`src/rtl/reorder_buffer.sv`:
```
// reorder_buffer: 16-entry in-order-retire ROB with dual CDB capture and operand lookup; define ROB_CDB_BYPASS_EN to forward same-cycle CDB results to lookup
module reorder_buffer (
  input  logic        clock,
  input  logic        reset,
  input  logic        alloc_valid,
  input  logic [4:0]  alloc_dest,
  output logic        alloc_ready,
  output logic [5:0]  alloc_robNum,
  input  logic        CDBiscast,
  input  logic [5:0]  CDBrobNum,
  input  logic [31:0] CDBdata,
  input  logic        CDBiscast2,
  input  logic [5:0]  CDBrobNum2,
  input  logic [31:0] CDBdata2,
  input  logic [5:0]  index,
  output logic        ready,
  output logic [31:0] value,
  input  logic        flush,
  output logic        commit_valid,
  output logic [4:0]  commit_dest,
  output logic [31:0] commit_data,
  output logic [5:0]  commit_robNum,
  output logic [4:0]  count
);
  localparam int ENTRIES = 16;
  localparam logic [5:0] INVALID_TAG = 6'b010000;
  logic [ENTRIES-1:0] busy_q, busy_d, done_q, done_d;
  logic [4:0] dest_q [ENTRIES];
  logic [4:0] dest_d [ENTRIES];
  logic [31:0] data_q [ENTRIES];
  logic [31:0] data_d [ENTRIES];
  logic [3:0] head_q, head_d, tail_q, tail_d;
  logic [4:0] count_q, count_d;
  logic commit_valid_q;
  logic [4:0] commit_dest_q;
  logic [31:0] commit_data_q;
  logic [5:0] commit_robNum_q;
  logic alloc_ok, commit_ok, wb1, wb2, in_rng, stored;
  logic [3:0] li;
  assign alloc_ready = !count_q[4];
  assign alloc_robNum = {2'b00, tail_q};
  assign alloc_ok = alloc_valid && alloc_ready;
  assign commit_ok = busy_q[head_q] && done_q[head_q];
  // A write targets only entries already busy before this edge, so a same-edge allocation is never hit
  assign wb1 = CDBiscast && CDBrobNum[5:4] == 2'b00 && busy_q[CDBrobNum[3:0]];
  assign wb2 = CDBiscast2 && CDBrobNum2[5:4] == 2'b00 && busy_q[CDBrobNum2[3:0]];
  assign head_d = head_q + {3'b000, commit_ok};
  assign tail_d = tail_q + {3'b000, alloc_ok};
  assign count_d = count_q + {4'b0000, alloc_ok} - {4'b0000, commit_ok};
  // Next entry state: port 2 then port 1 writeback so port 1 wins a shared tag, then retire, then allocate
  always_comb begin
    busy_d = busy_q;
    done_d = done_q;
    dest_d = dest_q;
    data_d = data_q;
    if (wb2) begin
      done_d[CDBrobNum2[3:0]] = 1'b1;
      data_d[CDBrobNum2[3:0]] = CDBdata2;
    end
    if (wb1) begin
      done_d[CDBrobNum[3:0]] = 1'b1;
      data_d[CDBrobNum[3:0]] = CDBdata;
    end
    if (commit_ok) busy_d[head_q] = 1'b0;
    if (alloc_ok) begin
      busy_d[tail_q] = 1'b1;
      done_d[tail_q] = 1'b0;
      dest_d[tail_q] = alloc_dest;
    end
  end
  // Control state: reset and flush both empty the buffer
  always_ff @(posedge clock) begin
    if (reset || flush) begin
      busy_q <= '0;
      done_q <= '0;
      head_q <= '0;
      tail_q <= '0;
      count_q <= '0;
      commit_valid_q <= 1'b0;
    end else begin
      busy_q <= busy_d;
      done_q <= done_d;
      head_q <= head_d;
      tail_q <= tail_d;
      count_q <= count_d;
      commit_valid_q <= commit_ok;
    end
  end
  // Retire payload holds its last value between commits; flush leaves it untouched
  always_ff @(posedge clock) begin
    if (reset) begin
      commit_dest_q <= '0;
      commit_data_q <= '0;
      commit_robNum_q <= INVALID_TAG;
    end else if (!flush && commit_ok) begin
      commit_dest_q <= dest_q[head_q];
      commit_data_q <= data_q[head_q];
      commit_robNum_q <= {2'b00, head_q};
    end
  end
  // Payload storage needs no reset: it is only observed through busy/done qualified paths
  always_ff @(posedge clock) begin
    dest_q <= dest_d;
    data_q <= data_d;
  end
  assign li = index[3:0];
  assign in_rng = index[5:4] == 2'b00;
  assign stored = in_rng && busy_q[li] && done_q[li];
`ifdef ROB_CDB_BYPASS_EN
  logic pend, byp1, byp2;
  assign pend = in_rng && busy_q[li] && !done_q[li];
  assign byp1 = pend && CDBiscast && CDBrobNum == index;
  assign byp2 = pend && CDBiscast2 && CDBrobNum2 == index;
  // Lookup prefers stored results, then same-cycle CDB port 1, then port 2
  always_comb begin
    ready = stored || byp1 || byp2;
    value = stored ? data_q[li] : byp1 ? CDBdata : byp2 ? CDBdata2 : 32'h0;
  end
`else
  // Lookup sees stored results only
  always_comb begin
    ready = stored;
    value = stored ? data_q[li] : 32'h0;
  end
`endif
  assign count = count_q;
  assign commit_valid = commit_valid_q;
  assign commit_dest = commit_dest_q;
  assign commit_data = commit_data_q;
  assign commit_robNum = commit_robNum_q;
endmodule

```
`config.mk`:
```
export PLATFORM = sky130hd
export DESIGN_NAME = reorder_buffer
export DESIGN_NICKNAME = d
export VERILOG_FILES = /design/src/rtl/reorder_buffer.sv
export SDC_FILE = /design/constraint.sdc
export NUM_CORES = 2
export LEC_CHECK = 0
export CELL_PAD_IN_SITES_DETAIL_PLACEMENT = 0
export CELL_PAD_IN_SITES_GLOBAL_PLACEMENT = 1
export CORE_ASPECT_RATIO = 1.5
export CORE_UTILIZATION = 53
export CTS_CLUSTER_SIZE = 40
export DETAILED_ROUTE_END_ITERATION = 10
export PLACE_DENSITY = 0.86
export SLEW_MARGIN = 0
export SYNTH_ARGS = -nofsm -noshare
export SYNTH_HDL_FRONTEND = slang
export SYNTH_SLANG_ARGS = --single-unit
```
`constraint.sdc`:
```
create_clock -name clock -period 7.15 [get_ports clock]
set_input_delay 1.43 -clock clock [delete_from_list [all_inputs] [get_ports clock]]
set_output_delay 1.43 -clock clock [all_outputs]
set_load 0.01 [all_outputs]
```
==> metrics.txt <==
Initial Util=53.6%; total CTS buffers=67; Min Hold Slack=0.465 ns; M3 GR Usage=roughly 6.7%; Pleak=~0.017 uW; fmax=178 MHz; Final nets=around 3400; status=finished, final reports clean; area share of the largest cell type after synthesis=between 30% and 40%; Clock Sinks=680; share of layout cells above drive strength 1=approximately 17%; busiest grt layer=met2; RePlAce Congestion=0.874; wire per inst=about 28 um; postcts setup bufs=0; RSZ-0062 raised after global routing=no; CP endpoint kind=primary output; class of the worst hold path=reg2reg; fin crit share=between 70% and 80%; GRT overflow=0; First DRT Iteration DRCs=around 3600; CP Cell Sequence=clkbuf_8 > buf_4 > mux4_2 > mux4_2 > nor3b_1 > clkdlybuf4s50_1; Area contributors post-synth=dfxtp_1, mux4_2, mux2i_1; Vias=~28000; hpwl dp=between 70000 and 80000 um; CP most frequent cell=mux4_2; area grow syn2layout=11.3%; number of fillers in the final layout=around 5500; fin crit period=~5.6 ns; Req. time, crit path=~5.7 ns; Yosys reg bits=680; combinational power share=4.6%; Slowest-stage cell, CP=clkbuf_8; DRC viols=0; PD cells=196 mW/mm^2; clock skew=around 0.024 ns; Clock Path Buffers=3; H-Tree Depth=3; Crit path buffers/inverters=3; Clk pin slew, worst setup/hold paths=approximately 0.060 ns; Synth Warn #=0; kind of critical path=in2out; die height=around 320 um; Worst path depth=6; synthesized area=0.0363 mm^2; GRT Total Usage=34.5%; r2r startpoint=head_q[1]; Yosys top cell by area=dfxtp_1; via/cell ratio=~6.6; clock group share of total power=a little under half; FF-to-FF End=count[4]; global routing usage on met2=a little under three fifths; # IOs=about 180; max_cap viols=0; WL final=between 100000 and 150000 um; Core Util, Final=about three fifths; cells after synthesis=roughly 3400; register area share after synthesis=39.7%; first-pass GRT wire length=approximately 180000 um; Die X=roughly 220 um; Net Sw Frac=roughly 23%; largest net degree at the start of global routing=about 120; Slew Limit Fails=0; Post-DRT Antenna Nets=0; Seq pwr share=49.4%; Clock Latency Late Sink=between 0.6 and 0.7 ns; TritonRoute pass-1 iters=6; crit path capture=value[8]; initial antenna violation count=10; CTS tree=built; CTS hold repair buffers=0; PostCTS Resize Cnt=0; CTS root buffer=clkbuf_16; most frequent cells in the layout=dfxtp_1, mux2i_1, mux4_2, a21oi_1, nor2_1; P_int=6100 uW; row count=117; R2R Setup Slk=around 2.8 ns; Worst setup SP type=input pin; die area=between 0.06 and 0.07 mm^2; met1 Usage GRT=between 40% and 50%; VDD IR-drop max=between 0.15 and 0.2 mV; Relative slew margins=10.6%; Worst Setup SP=index[0]; measured slew at the worst slew-check pin=around 1.3 ns; vias in the first global route=28538; CP top delay family=buffers and inverters; Core Box Area=between 0.06 and 0.07 mm^2; setup TNS=0 ns; maximum fanout along the worst path=between 60 and 70; Reg2Reg Depth=13; Max stage delay on crit path=about 0.61 ns; CP arrival=roughly 4.2 ns; number of port buffers=178; Final setup viols=0; Yosys cell types=between 50 and 60; most common cell after layout, fill and taps aside=dfxtp_1; net switching power=about 1800 uW; Hold Violations, Final=0; Avg Cell Area, Syn=~11 um^2
-- worst register-to-register path, stage by stage, from the launching register on --
cell and delay, ns:
dfxtp_4 0.81, buf_4 0.63, mux4_2 0.59, o22a_1 0.21, nand4_1 0.24, nand2_1 0.15, ha_1 0.29, inv_1 0.04
ha_1 0.20, fa_1 0.43, a21o_1 0.20, a21oi_1 0.17, xnor2_1 0.15, nor2_1 0.07
-- synth_stat cells, drive strengths merged --
master and instances:
o32a 1, o2bb2ai 1, nand4 3, nand2 282, a211oi 9, nor3 9
a311oi 8, nor3b 33, o31a 1, nand2b 13, a21oi 302, mux2 41
dfxtp 600, and3b 1, edfxtp 80, nand3 17, and3 1, conb 1
and4 1, nand3b 4, nor4bb 1, buf 161, xnor2 5, and4b 1
mux4 321, ha 9, o22a 2, nor4b 4, xor2 3, and2 7
or2 9, inv 27, mux2i 517, o2111ai 2, o21ai 279, a31oi 10
clkbuf 222, or3 1, a21o 3, a22oi 74, nor2 307, nor2b 43
fa 1
-- worst min-delay path by stage --
stage | slack, ns | cells after the start | endpoint | startpoint
finish | 0.46 | 1 | commit_robNum[4] | commit_robNum[4]
global route | 0.49 | 1 | commit_robNum[4] | commit_robNum[4]
CTS | 0.47 | 1 | commit_robNum[4] | commit_robNum[4]
detailed placement | 0.45 | 1 | commit_robNum[4] | commit_robNum[4]
global placement | 0.44 | 1 | commit_robNum[4] | commit_robNum[4]
floorplan | 0.46 | 2 | done_q[3] | done_q[3]
-- state kept, by name (all words and copies together) (netlist names), 5 cells and up --
| signal | flops |
|---|---|
| done_q | 16 |
| commit_data | 32 |
| busy_q | 16 |
| count | 5 |
| commit_dest | 5 |
| dest_q | 80 |
| data_q | 512 |
| commit_robNum | 5 |
-- layout make-up --
class	count	area, um^2	share of cell area, %
clock buffers	92	1890	4.69
multi-input cells	2329	20300	50.2
flip-flops and latches	680	14400	35.7
diodes	4	10.0	0.0248
repair buffers	237	2270	5.62
clock inverters	26	293	0.725
well taps	892	1120	2.76
inverters	27	101	0.251
-- kinds of logic after synthesis --
logic type | count (synthesis) | share of synthesized area, %
xor+xnor | 8 | 0.193
mux | 879 | 35.8
fa+ha+maj | 10 | 0.365
buf+inv | 410 | 4.78
compound gates | 692 | 10.3
other cells | 1 | 0.0103
simple gates | 737 | 8.82
flops | 680 | 39.7
-- stage by stage --
stage / setup WS [ns] / area (um^2) / cells / power, uW
after CTS: 1.54 / 40400 / 4283 / 7930
after global placement: 1.60 / 38200 / 4165 / 4340
after detailed placement: 1.55 / 38200 / 4165 / 4350
after global routing: 1.45 / 40400 / 4287 / 8100
final: 1.55 / 40400 / 4287 / 7910
after floorplan: 2.41 / 36300 / 3419 / 4200
-- layer usage --
layer / part of all wire, % / routed length, um
met3: 10 / 12600
met4: 6.4 / 7740
met2: 47 / 57100
met1: 36 / 43500
met5: 0.051 / 62
-- power groups by stage --
stage	logic, uW	registers (uW)	clock network [uW]
after global placement	349	3990	0
after floorplan	219	3980	0
after detailed placement	360	3990	0
after global routing	384	3900	3820
final	365	3900	3640
after CTS	361	3900	3660
No activity file was read; power rests on OpenSTA's default activity.
